`src/rtl/req_ack_word_splitter_pkg.sv`:
```
// Shared definitions for the word splitter and its companion word packer:
// FSM state encoding and slice-count / index-width derivations.
package req_ack_word_splitter_pkg;

  typedef enum logic {
    SPLIT_IDLE = 1'b0,
    SPLIT_EMIT = 1'b1
  } split_state_e;

  function automatic int split_slice_count(input int data_w, input int slice_w);
    return data_w / slice_w;
  endfunction

  // Index must be at least one bit wide even for a single-slice word.
  function automatic int split_index_width(input int slice_count);
    return (slice_count > 1) ? $clog2(slice_count) : 1;
  endfunction

endpackage

```
`src/rtl/req_ack_word_splitter.sv`:
```
// Splits one wide REQ/ACK word into LSB-first narrow slices on a second
// REQ/ACK interface; a per-word last index allows short words.
module req_ack_word_splitter
  import req_ack_word_splitter_pkg::*;
#(
  parameter  int DATABITWIDTH  = 16,
  parameter  int SLICEBITWIDTH = 4,
  localparam int SLICECOUNT    = split_slice_count(DATABITWIDTH, SLICEBITWIDTH),
  localparam int INDEXBITWIDTH = split_index_width(SLICECOUNT)
) (
  input  logic                     clk,
  input  logic                     async_rst,
  input  logic                     clk_en,
  input  logic                     InputREQ,
  output logic                     InputACK,
  input  logic [DATABITWIDTH-1:0]  InputData,
  input  logic [INDEXBITWIDTH-1:0] InputLastIndex,
  output logic                     OutputREQ,
  input  logic                     OutputACK,
  output logic [SLICEBITWIDTH-1:0] OutputData,
  output logic                     OutputLast
);

  localparam logic [INDEXBITWIDTH-1:0] IDX_MAX = INDEXBITWIDTH'(SLICECOUNT - 1);

  split_state_e              state_q;
  logic [DATABITWIDTH-1:0]   holding_q;
  logic [INDEXBITWIDTH-1:0]  beat_q;
  logic [INDEXBITWIDTH-1:0]  last_q;
  logic [INDEXBITWIDTH-1:0]  last_d;

  logic busy;
  logic in_xfer;
  logic out_xfer;

  assign busy       = (state_q == SPLIT_EMIT);
  assign OutputREQ  = busy && clk_en;
  assign OutputData = holding_q[SLICEBITWIDTH-1:0];
  assign OutputLast = busy && (beat_q == last_q);
  // Combinational path from OutputACK lets the next word load on the final slice.
  assign InputACK   = clk_en && (!busy || (OutputLast && OutputACK));

  assign in_xfer  = InputREQ && InputACK;
  assign out_xfer = OutputREQ && OutputACK;
  assign last_d   = (InputLastIndex > IDX_MAX) ? IDX_MAX : InputLastIndex;

  always_ff @(posedge clk or posedge async_rst) begin
    if (async_rst) begin
      state_q   <= SPLIT_IDLE;
      holding_q <= '0;
      beat_q    <= '0;
      last_q    <= '0;
    end else if (clk_en) begin
      if (in_xfer) begin
        state_q   <= SPLIT_EMIT;
        holding_q <= InputData;
        beat_q    <= '0;
        last_q    <= last_d;
      end else if (out_xfer) begin
        if (OutputLast) begin
          state_q   <= SPLIT_IDLE;
          holding_q <= '0;
        end else begin
          holding_q <= holding_q >> SLICEBITWIDTH;
          beat_q    <= beat_q + 1'b1;
        end
      end
    end
  end

endmodule
```
`config.mk`:
```
export PLATFORM = sky130hd
export DESIGN_NAME = req_ack_word_splitter
export DESIGN_NICKNAME = d
export VERILOG_FILES = /design/src/rtl/req_ack_word_splitter_pkg.sv /design/src/rtl/req_ack_word_splitter.sv
export SDC_FILE = /design/constraint.sdc
export NUM_CORES = 1
export LEC_CHECK = 0
export BUFFER_PORTS_ARGS = -buffer_cell sky130_fd_sc_hd__buf_4
export CAP_MARGIN = 30
export CORE_UTILIZATION = 50
export CTS_CLUSTER_SIZE = 14
export DETAILED_ROUTE_END_ITERATION = 7
export PLACE_DENSITY = 0.77
export SYNTH_ARGS = -nofsm -noshare
export SYNTH_HDL_FRONTEND = slang
export SYNTH_SLANG_ARGS = --single-unit
```
`constraint.sdc`:
```
create_clock -name clk -period 4.8 [get_ports clk]
set_input_delay 0.24 -clock clk [delete_from_list [all_inputs] [get_ports clk]]
set_output_delay 0.24 -clock clk [all_outputs]
set_load 0.005 [all_outputs]
```
* After elaboration in Yosys (flattened, before gate mapping) *
Index checks and enable logic that the tools add are counted.

storage, ports and cells
  logic and storage cells = 32
  flip-flop bits (word level) = 21
  output and inout bits = 7
  input port bits = 23

cells by class
  muxes and demuxes = 10
  reduce and logical (&&, ||, !) cells = 14
  magnitude comparators = 1
  eq/ne operators = 2
  add/subtract/negate cells = 1

operator list
  kind                                                              count
  16-bit 2-to-1 mux                                                 2
  12-bit 2-to-1 mux                                                 1
  2-bit 2-to-1 mux                                                  4
  1-bit logical AND                                                 6
  3-bit AND reduction                                               2
  2-bit AND reduction                                               2
  2-bit nonzero test                                                2
  1-bit 2-to-1 mux                                                  3
  2-bit by 1-bit adder with 2-bit output (second input constant)    1
  2-bit == test                                                     1
  2-bit > comparator (second input constant)                        1
  2-bit by 1-bit != test with 1-bit output (second input constant)  1
  1-bit logical NOT                                                 1
  1-bit logical OR                                                  1

* Longest topological paths before layout *
  depth after elaboration = 8
  depth in mapped cells = 6
  gate-level depth less buffers = 3

* Worst setup path after synthesis *
OpenSTA, ideal clock, no wires.

  path type = register -> register
  start = register last_q[0]
  end = register last_q[0]
  stages on the path, launching flop included = 6
  period minus slack after synthesis = 1.592 ns
  slack = 3.208 ns
  arrival time = 1.464 ns
  data required time = 4.673 ns
  buffers on the path = 2
  setup time = 0.127 ns
  cell sequence = dfrtp_1 -> buf_2 -> xor2_2 -> o31ai_2 -> buf_6 -> mux2_1

on the way
  word-level cells in the longest chain between the ends = 7

ends and longest elaborated chain
  element                        line                         source
  from (decl)                    req_ack_word_splitter.sv:29  logic [INDEXBITWIDTH-1:0] last_q;
  from (signal assigned)         req_ack_word_splitter.sv:58  last_q <= last_d;
  2-bit == test                  req_ack_word_splitter.sv:39  assign OutputLast = busy && (beat_q == last_q);
  1-bit logical AND              req_ack_word_splitter.sv:39
  1-bit logical AND              req_ack_word_splitter.sv:41  assign InputACK = clk_en && (!busy || (OutputLast && OutputACK));
  1-bit logical OR               req_ack_word_splitter.sv:41
  1-bit logical AND              req_ack_word_splitter.sv:41
  1-bit logical AND              req_ack_word_splitter.sv:43  assign in_xfer = InputREQ && InputACK;
  2-bit AND reduction (no line)  n/a

No other way between the ends.
A chain may end at the register's enable or synchronous reset.

* Worst setup path in the final report *
  start = register last_q[0]
  end = register holding_q[7]

on the way
  word-level cells in the longest chain between the ends = 8
  elaborated cells between the ends (all ways) = 11
  classes of those cells = 1 x eq/ne; 3 x mux; 7 x reduce/logical

ends and longest elaborated chain
  element                        line                         source
  2-bit == test *                req_ack_word_splitter.sv:39
  1-bit logical AND *            req_ack_word_splitter.sv:39
  1-bit logical AND              req_ack_word_splitter.sv:41
  1-bit logical OR               req_ack_word_splitter.sv:41
  1-bit logical AND              req_ack_word_splitter.sv:41
  1-bit logical AND              req_ack_word_splitter.sv:43
  2-bit nonzero test (no line)   n/a
  2-bit AND reduction (no line)  n/a
  to (signal assigned)           req_ack_word_splitter.sv:56  holding_q <= InputData;
  to (signal assigned)           req_ack_word_splitter.sv:64  holding_q <= holding_q >> SLICEBITWIDTH;
  to (decl)                      req_ack_word_splitter.sv:27  logic [DATABITWIDTH-1:0] holding_q;

Mark *: on every way between the ends. The rest lies on a longest branch, timed or not. The select of a mux whose other input is x is not followed.

==> run_summary.xml <==
<?xml version="1.0" encoding="UTF-8"?>
<metrics>
  <group name="logic_synthesis">
    <metric name="synthesis.area_per_instance" unit="sq um">11.87</metric>
    <metric name="synthArstFlopShare" unit="%">100.0</metric>
    <metric name="postSynthRegisterBits" unit="">21</metric>
    <metric name="seq_area_frac_synth" unit="%">47.09</metric>
    <metric name="yosysTopAreaCell" unit="">dfrtp_1</metric>
    <metric name="top_cell_type_s_share_of_synthesized_area" unit="%">47.09</metric>
    <metric name="synth.cell_area" unit="sq mm">0.001116</metric>
    <metric name="synthFlopType" unit="">dfrtp_1</metric>
    <metric name="postSynthNetCount" unit="">117</metric>
    <metric name="post_synthesis_cell_count" unit="">94</metric>
    <metric name="count_of_flip_flops_with_a_built_in_enable_after_synthesis" unit="">0</metric>
    <metric name="yosys_warn_count" unit="">0</metric>
    <metric name="synth_top_cells_by_area" unit="">dfrtp_1, a221o_1, o211a_1</metric>
    <metric name="synth.lib_cells_used.distinct" unit="">26</metric>
  </group>
  <group name="critical_path">
    <metric name="timing.setup.critical_path_class" unit="">reg -&gt; reg</metric>
    <metric name="critical_path.endpoint_type" unit="">flip-flop</metric>
    <metric name="arrival" unit="ns">2.22</metric>
    <metric name="cp-startpoint" unit="">last_q[0]</metric>
    <metric name="crit_path_start_kind" unit="">flip-flop</metric>
    <metric name="crit_fanout" unit="">14</metric>
    <metric name="r2r-start" unit="">last_q[0]</metric>
    <metric name="crit_required" unit="ns">4.99</metric>
  </group>
  <group name="die">
    <metric name="die-width" unit="microns">49.25</metric>
    <metric name="area_enclosed_by_the_die_boundary" unit="sq mm">0.002425</metric>
    <metric name="ioPinCount" unit="">30</metric>
    <metric name="fp.coreArea" unit="sq mm">0.002022</metric>
    <metric name="num_rows" unit="">16</metric>
    <metric name="die_y" unit="microns">49.25</metric>
    <metric name="starting_density_of_the_core" unit="%">55.20</metric>
  </group>
  <group name="power">
    <metric name="total_power" unit="mW">0.7078</metric>
    <metric name="p_leak" unit="nW">0.7269</metric>
    <metric name="worst_ir_drop_vdd" unit="V">0.0003823</metric>
    <metric name="pwr_density_cell" unit="mW/mm^2">540.3</metric>
  </group>
  <group name="drt">
    <metric name="vias_per_cell" unit="">6.128</metric>
    <metric name="dr_total_vias" unit="">864</metric>
    <metric name="drtIter0Drc" unit="">18</metric>
    <metric name="detail-route-antenna-nets" unit="">0</metric>
    <metric name="drt_pass1_iterations" unit="">4</metric>
    <metric name="wl_per_cell" unit="microns">16.09</metric>
    <metric name="finalWirelength" unit="microns">2268</metric>
    <metric name="route.detailed.drc" unit="">0</metric>
  </group>
  <group name="final_layout">
    <metric name="finish.net_count" unit="">138</metric>
    <metric name="num_antenna_cells" unit="">0</metric>
    <metric name="layout-drive-gt1-share" unit="%">31.58</metric>
    <metric name="final_util" unit="%">64.79</metric>
    <metric name="areaGrowthSynthToFinish" unit="%">17.38</metric>
  </group>
  <group name="placement">
    <metric name="detailed_place_hpwl" unit="microns">1581</metric>
    <metric name="gpl.final_weighted_congestion" unit="">0.7161</metric>
    <metric name="io_buffer_count" unit="">29</metric>
  </group>
  <group name="clocking">
    <metric name="cts_buffers" unit="">3</metric>
    <metric name="hold_buffers" unit="">0</metric>
    <metric name="path_clk_slew" unit="ns">0.11</metric>
    <metric name="tritoncts_clock_tree" unit="">built</metric>
    <metric name="cts.path.max_buffers" unit="">2</metric>
    <metric name="post_cts_setup_buffers" unit="">0</metric>
    <metric name="cts.sinks" unit="">21</metric>
    <metric name="cts-resized-gates" unit="">0</metric>
    <metric name="clkLatencyLatePin" unit="ns">0.30</metric>
    <metric name="htree_num_levels" unit="">1</metric>
    <metric name="clock_tree.root_cell" unit="">clkbuf_4</metric>
  </group>
  <group name="timing">
    <metric name="finalClockSkew" unit="ns">0.001052</metric>
    <metric name="fin_crit" unit="ns">2.023</metric>
    <metric name="rsz0062_at_grt" unit="">false</metric>
    <metric name="sum_of_negative_setup_slack" unit="ns">0</metric>
    <metric name="final_report_setup_violation_count" unit="">0</metric>
    <metric name="maximum_frequency_from_static_timing_analysis" unit="MHz">494.2</metric>
    <metric name="worstMarginPinSlew" unit="ns">0.7848</metric>
    <metric name="slew_limit_fails" unit="">0</metric>
    <metric name="timing.final.hold_violations" unit="">0</metric>
    <metric name="worst_slew_margin_rel" unit="%">47.62</metric>
    <metric name="final_min_period_over_clock_period" unit="%">42.16</metric>
  </group>
  <group name="global_routing">
    <metric name="grt_pass1_wl" unit="microns">3884</metric>
    <metric name="grt-ovfl-total" unit="">0</metric>
    <metric name="grt_max_degree" unit="">22</metric>
    <metric name="antenna_violations_before_repair" unit="">0</metric>
    <metric name="vias_in_the_first_global_route" unit="">829</metric>
    <metric name="grt_usage" unit="%">21.11</metric>
  </group>
  <group name="status">
    <metric name="run_status" unit="">finished, final reports clean</metric>
  </group>
  <group name="worst_hold_path">
    <metric name="timing.hold.worst.class" unit="">in -&gt; async</metric>
  </group>
  <group name="run">
    <metric name="maxCapViolations" unit="">0</metric>
  </group>
</metrics>
-- cells in the mapped netlist, types with 2 or more instances --
cell type  instances
a221o_1           12
a22o_1             4
and3_1             2
buf_2              7
buf_4              4
buf_6              2
dfrtp_1           21
mux2_1             3
nand2_1            5
nand3_1            4
nand4_1            2
o211a_1           12
xnor2_1            2
xor2_2             2
-- layout by cell type, fill, tap and decap left out --
cell       n
mux2_1     3
nor2_1     1
inv_1      1
nand3_1    4
o211a_1   12
clkbuf_1   1
dfrtp_1   21
mux2i_1    1
xor2_2     2
a221o_1   12
a31oi_1    1
nand3b_1   1
xnor2_1    2
a22o_1     4
a21boi_0   1
buf_4     30
and2_1     1
and3_1     2
o31ai_1    1
a21oi_1    1
or3_1      1
clkbuf_4   3
nand2_1    5
o31ai_2    1
nand4_1    2
-- critical path: stages (launching register included) --
cell,delay (ns)
dfrtp_1,0.49
xor2_2,0.55
o31ai_2,0.26
buf_4,0.25
a221o_1,0.36
-- routing by layer --
metal	wire, microns	GRT usage, %	vias up
li1	-	-	401
met1	1062	29.58	425
met2	1034	31.96	32
met3	132	3.738	6
met4	38	8.824	0
met5	0	0	-
-- registers in the layout (all words and copies together) (netlist names) --
signal     count
beat_q         2
last_q         2
holding_q     16
busy           1
-- path summary, 6_finish.rpt --
| path | end | slack (ns) | cells past startpoint |
|---|---|---|---|
| hold / removal | holding_q[3] | 0.08 | 2 |
| max in group asynchronous | last_q[0] | 4.24 | 2 |
| setup reg to reg | holding_q[7] | 2.78 | 4 |
| min in group clk | last_q[1] | 0.15 | 2 |
| setup / recovery | holding_q[7] | 2.78 | 4 |
| hold reg to reg | holding_q[14] | 0.51 | 1 |
-- power by group --
| group | internal, mW | switching (mW) |
|---|---|---|
| Clock | 0.0324 | 0.0517 |
| Sequential | 0.248 | 0.0684 |
| Combinational | 0.152 | 0.155 |
| Total | 0.433 | 0.275 |
-- cell families (layout without fill, tap and decap cells) --
logic type / Yosys count / count (layout) / synth area share [%]
AND/OR/NAND/NOR: 17 / 17 / 7.848
buffers and inverters: 15 / 35 / 8.519
XOR/XNOR: 4 / 4 / 4.484
multiplexers: 4 / 4 / 3.924
flip-flops: 21 / 21 / 47.08
AO/OA/AOI/OAI: 33 / 33 / 28.14
-- layout make-up --
type | instances | area [sq um]
Clock buffer | 4 | 26.28
Fill cell | 163 | 711.9
Inverter | 1 | 3.754
Multi-Input combinational cell | 58 | 495.5
Sequential cell | 21 | 525.5
Tap cell | 27 | 33.78
Timing Repair Buffer | 30 | 225.2
-- per-stage QoR --
step,instance area (sq um),instances,hold WS [ns],setup WS (ns)
2_1_floorplan,1116,94,0.2165,3.208
3_3_place_gp,1284,137,0.4206,2.911
3_5_place_dp,1284,137,0.4380,2.812
4_1_cts,1310,141,0.09809,2.793
5_1_grt,1310,141,0.1351,2.667
6_report,1310,141,0.07544,2.777
Power figures use the tool's default switching activity.
